File: src/rtl/rangefinder_sample_capture_ctrl_if.sv
// Port bundle for the rangefinder capture sequencer: control and ADC stream in, RAM port-1 and status out.
// The slave modport is the sequencer side; the master modport is the CPU/ADC/RAM environment side.
interface rangefinder_sample_capture_ctrl_if #(
  parameter int ADDR_W = 8,
  parameter int DATA_W = 8
);
  logic              arm;
  logic              abort;
  logic [ADDR_W-1:0] post_count;
  logic              irq_ack;
  logic              sample_valid;
  logic [DATA_W-1:0] sample_data;
  logic              trig_in;

  logic [ADDR_W-1:0] ram_address;
  logic              ram_chipselect;
  logic              ram_write;
  logic [DATA_W-1:0] ram_writedata;

  logic              busy;
  logic              done;
  logic              irq;
  logic [ADDR_W-1:0] trig_addr;
  logic [ADDR_W-1:0] start_addr;

  modport slave (
    input  arm, abort, post_count, irq_ack, sample_valid, sample_data, trig_in,
    output ram_address, ram_chipselect, ram_write, ram_writedata,
    output busy, done, irq, trig_addr, start_addr
  );

  modport master (
    output arm, abort, post_count, irq_ack, sample_valid, sample_data, trig_in,
    input  ram_address, ram_chipselect, ram_write, ram_writedata,
    input  busy, done, irq, trig_addr, start_addr
  );
endinterface

File: src/rtl/rangefinder_sample_capture_ctrl.sv
// Write-side sequencer for the sample RAM: circular pre-trigger buffer, trigger capture,
// programmable post-trigger tail, then freeze with done/irq until re-armed.
module rangefinder_sample_capture_ctrl #(
  parameter int ADDR_W = 8,
  parameter int DATA_W = 8
) (
  input  logic clk,
  input  logic reset_n,
  rangefinder_sample_capture_ctrl_if.slave bus
);

  typedef enum logic [2:0] {
    S_IDLE,
    S_FILL,
    S_WAIT,
    S_POST,
    S_DONE
  } state_e;

  localparam logic [ADDR_W-1:0] ADDR_MAX = '1;

  state_e            state_q;
  logic [ADDR_W-1:0] wr_ptr_q;
  logic [ADDR_W-1:0] pcnt_q;
  logic [ADDR_W-1:0] qcnt_q;
  logic [ADDR_W-1:0] post_q;
  logic [ADDR_W-1:0] trig_addr_q;
  logic [ADDR_W-1:0] start_addr_q;
  logic [ADDR_W-1:0] ram_addr_q;
  logic [DATA_W-1:0] ram_data_q;
  logic              ram_we_q;
  logic              busy_q;
  logic              done_q;
  logic              irq_q;

  logic              capturing;
  logic              accept;
  logic [ADDR_W-1:0] pre_len_arm;
  logic [ADDR_W-1:0] pre_len_q;
  logic [ADDR_W-1:0] pcnt_d;
  logic [ADDR_W-1:0] qcnt_d;
  logic [ADDR_W-1:0] start_addr_d;

  // abort suppresses acceptance so nothing new is queued for the RAM once aborted.
  assign capturing    = (state_q == S_FILL) || (state_q == S_WAIT) || (state_q == S_POST);
  assign accept       = capturing && bus.sample_valid && !bus.abort;
  assign pre_len_arm  = ADDR_MAX - bus.post_count;
  assign pre_len_q    = ADDR_MAX - post_q;
  assign pcnt_d       = pcnt_q + 1'b1;
  assign qcnt_d       = qcnt_q + 1'b1;
  assign start_addr_d = wr_ptr_q + post_q + 1'b1;

  always_ff @(posedge clk or negedge reset_n) begin
    if (!reset_n) begin
      state_q      <= S_IDLE;
      wr_ptr_q     <= '0;
      pcnt_q       <= '0;
      qcnt_q       <= '0;
      post_q       <= '0;
      trig_addr_q  <= '0;
      start_addr_q <= '0;
      ram_addr_q   <= '0;
      ram_data_q   <= '0;
      ram_we_q     <= 1'b0;
      busy_q       <= 1'b0;
      done_q       <= 1'b0;
      irq_q        <= 1'b0;
    end else begin
      ram_we_q <= accept;
      if (accept) begin
        ram_addr_q <= wr_ptr_q;
        ram_data_q <= bus.sample_data;
        wr_ptr_q   <= wr_ptr_q + 1'b1;
      end

      // Later assignments below (DONE entry) take precedence over the acknowledge.
      if (bus.irq_ack) begin
        irq_q <= 1'b0;
      end

      if (bus.abort) begin
        state_q <= S_IDLE;
        busy_q  <= 1'b0;
        done_q  <= 1'b0;
        irq_q   <= 1'b0;
      end else begin
        case (state_q)
          S_IDLE, S_DONE: begin
            if (bus.arm) begin
              wr_ptr_q <= '0;
              pcnt_q   <= '0;
              post_q   <= bus.post_count;
              irq_q    <= 1'b0;
              done_q   <= 1'b0;
              busy_q   <= 1'b1;
              state_q  <= (pre_len_arm == '0) ? S_WAIT : S_FILL;
            end
          end

          S_FILL: begin
            if (accept) begin
              pcnt_q <= pcnt_d;
              if (pcnt_d == pre_len_q) begin
                state_q <= S_WAIT;
              end
            end
          end

          S_WAIT: begin
            if (accept && bus.trig_in) begin
              trig_addr_q  <= wr_ptr_q;
              start_addr_q <= start_addr_d;
              qcnt_q       <= '0;
              if (post_q == '0) begin
                state_q <= S_DONE;
                busy_q  <= 1'b0;
                done_q  <= 1'b1;
                irq_q   <= 1'b1;
              end else begin
                state_q <= S_POST;
              end
            end
          end

          S_POST: begin
            if (accept) begin
              qcnt_q <= qcnt_d;
              if (qcnt_d == post_q) begin
                state_q <= S_DONE;
                busy_q  <= 1'b0;
                done_q  <= 1'b1;
                irq_q   <= 1'b1;
              end
            end
          end

          default: begin
            state_q <= S_IDLE;
            busy_q  <= 1'b0;
            done_q  <= 1'b0;
          end
        endcase
      end
    end
  end

  assign bus.ram_address    = ram_addr_q;
  assign bus.ram_chipselect = ram_we_q;
  assign bus.ram_write      = ram_we_q;
  assign bus.ram_writedata  = ram_data_q;
  assign bus.busy           = busy_q;
  assign bus.done           = done_q;
  assign bus.irq            = irq_q;
  assign bus.trig_addr      = trig_addr_q;
  assign bus.start_addr     = start_addr_q;

endmodule

File: src/flat_wrapper.sv
// flat-port wrapper written by rule: the top's interface ports become plain ports
module rangefinder_sample_capture_ctrl_flat 
#(
  parameter int ADDR_W = 8,
  parameter int DATA_W = 8
)
  (clk, reset_n, bus_arm, bus_abort, bus_post_count, bus_irq_ack, bus_sample_valid, bus_sample_data, bus_trig_in, bus_ram_address, bus_ram_chipselect, bus_ram_write, bus_ram_writedata, bus_busy, bus_done, bus_irq, bus_trig_addr, bus_start_addr);
  rangefinder_sample_capture_ctrl_if #(.ADDR_W(ADDR_W), .DATA_W(DATA_W)) bus_i ();
  input  logic clk;
  input  logic reset_n;
  input wire logic [$bits(bus_i.arm)-1:0] bus_arm;
  input wire logic [$bits(bus_i.abort)-1:0] bus_abort;
  input wire logic [$bits(bus_i.post_count)-1:0] bus_post_count;
  input wire logic [$bits(bus_i.irq_ack)-1:0] bus_irq_ack;
  input wire logic [$bits(bus_i.sample_valid)-1:0] bus_sample_valid;
  input wire logic [$bits(bus_i.sample_data)-1:0] bus_sample_data;
  input wire logic [$bits(bus_i.trig_in)-1:0] bus_trig_in;
  output wire logic [$bits(bus_i.ram_address)-1:0] bus_ram_address;
  output wire logic [$bits(bus_i.ram_chipselect)-1:0] bus_ram_chipselect;
  output wire logic [$bits(bus_i.ram_write)-1:0] bus_ram_write;
  output wire logic [$bits(bus_i.ram_writedata)-1:0] bus_ram_writedata;
  output wire logic [$bits(bus_i.busy)-1:0] bus_busy;
  output wire logic [$bits(bus_i.done)-1:0] bus_done;
  output wire logic [$bits(bus_i.irq)-1:0] bus_irq;
  output wire logic [$bits(bus_i.trig_addr)-1:0] bus_trig_addr;
  output wire logic [$bits(bus_i.start_addr)-1:0] bus_start_addr;
  assign bus_i.arm = bus_arm;
  assign bus_i.abort = bus_abort;
  assign bus_i.post_count = bus_post_count;
  assign bus_i.irq_ack = bus_irq_ack;
  assign bus_i.sample_valid = bus_sample_valid;
  assign bus_i.sample_data = bus_sample_data;
  assign bus_i.trig_in = bus_trig_in;
  assign bus_ram_address = bus_i.ram_address;
  assign bus_ram_chipselect = bus_i.ram_chipselect;
  assign bus_ram_write = bus_i.ram_write;
  assign bus_ram_writedata = bus_i.ram_writedata;
  assign bus_busy = bus_i.busy;
  assign bus_done = bus_i.done;
  assign bus_irq = bus_i.irq;
  assign bus_trig_addr = bus_i.trig_addr;
  assign bus_start_addr = bus_i.start_addr;
  rangefinder_sample_capture_ctrl #(.ADDR_W(ADDR_W), .DATA_W(DATA_W)) u_core (.clk(clk), .reset_n(reset_n), .bus(bus_i));
endmodule
File: config.mk
export PLATFORM = sky130hd
export DESIGN_NAME = rangefinder_sample_capture_ctrl_flat
export DESIGN_NICKNAME = d
export VERILOG_FILES = /design/src/rtl/rangefinder_sample_capture_ctrl_if.sv /design/src/rtl/rangefinder_sample_capture_ctrl.sv /design/src/flat_wrapper.sv
export SDC_FILE = /design/constraint.sdc
export NUM_CORES = 1
export LEC_CHECK = 0
export ABC_AREA = 1
export BUFFER_PORTS_ARGS = -buffer_cell sky130_fd_sc_hd__buf_2
export CORE_MARGIN = 8
export CORE_UTILIZATION = 26
export CTS_CLUSTER_SIZE = 8
export DETAILED_ROUTE_END_ITERATION = 7
export PLACE_DENSITY = 0.46
export SYNTH_ARGS = -nofsm -noshare
export SYNTH_HDL_FRONTEND = slang
export SYNTH_SLANG_ARGS = --single-unit
File: constraint.sdc
create_clock -name clk -period 3.81 [get_ports clk]
set_clock_uncertainty 0.05 [all_clocks]
set_input_delay 0.1905 -clock clk [delete_from_list [all_inputs] [get_ports clk]]
set_output_delay 0.1905 -clock clk [all_outputs]
set_load 0.01 [all_outputs]
==> flow_metrics.py <==
metrics = {
    "clock_network": {
        "numCtsBuffers": 9,
        "clock-sinks": 71,
        "root_buffer": "clkbuf_16",
        "postCtsSetupRepairBufs": 0,
        "cts_tree": "yes",
        "clkTransAtPathRegs_ps": 60,
        "ctsHtreeMaxLevel": 3,
        "insertion_delay_ps": 330,
        "cts_buffer_depth": 2,
    },
    "setup_path": {
        "critPathLaunch": "u_core.state_q[0]",
        "end_kind": "flop",
        "start_kind": "flop",
        "worstPathCellList": "inv_1 -> nand2_1 -> nand2_2 -> inv_1 -> o221a_2 -> o21ai_0",
        "worstPathArrival_ps": 2450,
        "worstSetupPathType": "reg -> reg",
        "cp_num_buf_inv": 2,
        "worst_path_most_repeated_cell": "inv_1",
        "path_max_fanout": 33,
        "r2r_start": "u_core.state_q[0]",
        "cp.required_ps": 4010,
        "crit_family": "simple AND/OR/NAND/NOR gates",
        "slowest_stage": "nand2_2",
        "crit_path_max_incr_delay_ps": 460,
    },
    "min_path": {
        "worstHoldStart": "bus_post_count[1]",
        "min_path_type": "in -> reg",
    },
    "timing": {
        "worstMarginPinSlew_ps": 893,
        "setup_tns_ps": 0,
        "holdWs_ps": 83.2,
        "finalSetupViolations": 0,
        "hold_violations": 0,
        "relSlewSlack_pct": 40.5,
        "finalCritPeriodShare_pct": 59.2,
        "rsz0062_at_grt": "no",
        "finalMaxSlewViolations": 0,
        "fin_crit_ps": 2250,
        "fmax_mhz": 444,
    },
    "finish": {
        "fill_cells": 1624,
        "multi_input_area_um2": 1850,
        "finish.utilization_pct": 32.3,
        "area_delta_synth_final_pct": 23.0,
        "drive_gt1_share_pct": 17.8,
        "nNetsFinal": 620,
        "regArea_um2": 1780,
        "final_area_um2": 4840,
        "antenna_cells": 0,
    },
    "route": {
        "wl_per_cell_um": 13.9,
        "finalWirelength_mm": 10.9,
        "num_vias": 3584,
        "ant_nets": 0,
        "dr.first_iter.drc_count": 220,
        "via_per_inst": 4.60,
        "dr.pass1.iters": 4,
        "drc": 0,
    },
    "grt": {
        "top_usage_layer": "met2",
        "grtUsageTotal_pct": 11.5,
        "grt_use_met1_pct": 15.5,
        "antenna_found_initial": 0,
        "grt_first_pass_wirelength_mm": 18.1,
        "grt_max_degree": 40,
        "met2_usage_pct": 17.7,
        "grt_use_met3_pct": 2.75,
        "grt_overflow": 0,
        "first_global_vias": 3611,
    },
    "job": {
        "maxCapViolations": 0,
    },
    "place": {
        "io_buffers": 59,
        "postPlaceCellArea_um2": 4420,
        "gp_congestion": 0.813,
        "detailed_place_hpwl_mm": 8.33,
    },
    "die": {
        "start_util_pct": 26.3,
        "num_rows": 45,
        "pin_count": 60,
        "die_area_um2": 19300,
        "die_h_um": 139,
        "die_w_um": 139,
        "fp.coreArea_um2": 15000,
    },
    "logic_synthesis": {
        "async_flop_share_pct": 100,
        "yosysSeqAreaShare_pct": 45.1,
        "yosysWarnings": 0,
        "syn_nets": 550,
        "yosys.cell_types.count": 42,
        "synth_area_um2": 3940,
        "synth_seq_cells": 71,
        "synth_edf_count": 0,
        "avgSynthCellArea_um2": 7.63,
        "ys.flop_type": "dfrtp_1",
        "syn_inst": 516,
    },
    "power": {
        "p_clk_share_pct": 28.9,
        "p_leak_uw": 0.00243,
        "p_sw_uw": 1260,
        "switching_share_pct": 39.0,
        "internal-power_uw": 1970,
        "combPwrFrac_pct": 34.1,
        "peakVddDrop_mv": 0.287,
        "p_per_area_nw_per_um2": 666,
        "p_seq_share_pct": 37.0,
        "power_uw": 3230,
    },
    "status": {
        "status": "finished clean",
    },
}
-- sequential cells by signal, indices dropped and copies added, names as in the netlist --
name                       count
u_core.bus.trig_addr           8
u_core.bus.done                1
u_core.bus.busy                1
u_core.bus.ram_address         8
u_core.qcnt_q                  8
u_core.state_q                 3
u_core.bus.irq                 1
u_core.bus.ram_chipselect      1
u_core.wr_ptr_q                8
u_core.post_q                  8
u_core.pcnt_q                  8
u_core.bus.start_addr          8
u_core.bus.ram_writedata       8
-- final timing paths --
path | to | slack, ps | cells past startpoint
max | u_core.pcnt_q[3] | 1560 | 6
min | u_core.post_q[1] | 80 | 3
max reg2reg | u_core.pcnt_q[3] | 1560 | 6
min reg2reg | u_core.bus.start_addr[7] | 420 | 2
max in group asynchronous | u_core.pcnt_q[6] | 2430 | 3
min in group asynchronous | u_core.bus.done | 470 | 2
-- cell type report --
cell class                      instances  share of cell area (%)
Clock buffer                            9                    4.65
Clock inverter                          7                    2.15
Timing Repair Buffer                   70                    8.27
Multi-Input combinational cell        368                    38.1
Sequential cell                        71                    36.7
Tap cell                              188                    4.86
Inverter                               66                    5.22
-- kinds of logic after synthesis --
kind of cell | count (synthesis) | synth area share [%]
xor gates and xnor gates | 4 | 0.890
DFF | 71 | 45.1
adders and majority gates | 11 | 3.69
and+or+nand+nor | 278 | 31.5
AOI/OAI and AO/OA | 75 | 10.8
buffers and inverters | 77 | 7.95
-- synthesized netlist by cell type (2+ instances only) --
cell type / instances / area [um^2]
nand2_1: 153 / 574
dfrtp_1: 71 / 1780
inv_1: 63 / 236
nand3_1: 47 / 235
o21ai_0: 46 / 230
nor2_1: 38 / 143
a21oi_1: 10 / 50.1
ha_1: 10 / 125
nand4_1: 9 / 56.3
nor2_2: 7 / 43.8
o22ai_1: 7 / 43.8
buf_2: 6 / 30.0
nand2_2: 6 / 37.5
nor3_1: 4 / 20.0
clkbuf_1: 3 / 11.3
nor2_4: 3 / 33.8
inv_2: 2 / 7.51
nand3_2: 2 / 20.0
nor4_1: 2 / 12.5
o21bai_1: 2 / 15.0
or2_2: 2 / 12.5
xnor2_1: 2 / 17.5
xor2_1: 2 / 17.5
-- power by group through the flow --
stage | combinational [uW] | clock [uW] | sequential (uW)
floorplan | 699 | 0 | 1200
global placement | 1110 | 0 | 1200
detailed placement | 1110 | 0 | 1210
CTS | 1120 | 954 | 1200
global route | 1260 | 990 | 1230
finish | 1100 | 933 | 1190
-- per-layer routing --
metal  part of all wire (%)  wire length (um)
met5                      0                 0
met4                    1.5               159
met3                    6.6               713
met2                     45              4840
met1                     47              5150
-- cell usage in the layout (no fill, tap or decap), drive strengths merged, types with 2 or more instances in the layout --
cell type | netlist | routed
nand2 | 160 | 160
ha | 10 | 10
nor2 | 48 | 48
inv | 66 | 68
a21oi | 12 | 12
buf | 8 | 61
nand4 | 9 | 9
dfrtp | 71 | 71
o21bai | 2 | 2
nor4 | 3 | 3
o21ai | 47 | 47
nor3 | 4 | 4
clkinv | 0 | 3
dlygate4sd3 | 0 | 9
o22ai | 7 | 7
nand3 | 49 | 49
xor2 | 2 | 2
or2 | 3 | 3
clkbuf | 3 | 9
bufinv | 0 | 2
xnor2 | 2 | 2
-- repair_timing --
action	4_1_cts	5_1_grt
endpoints found under the hold margin	45	0
resized for setup	0	0
hold buffers	9	0
-- worst min-delay path: stages --
cell and delay (ps):
buf_2 100, inv_1 50, o21ai_0 70
-- metrics by stage --
stage | setup slack [ps] | std cells
detailed placement | 1540 | 754
finish | 1560 | 779
floorplan | 1730 | 516
CTS | 1500 | 779
global placement | 1590 | 754
global route | 1330 | 779
Note: power is estimated with default switching activity, not from simulation.
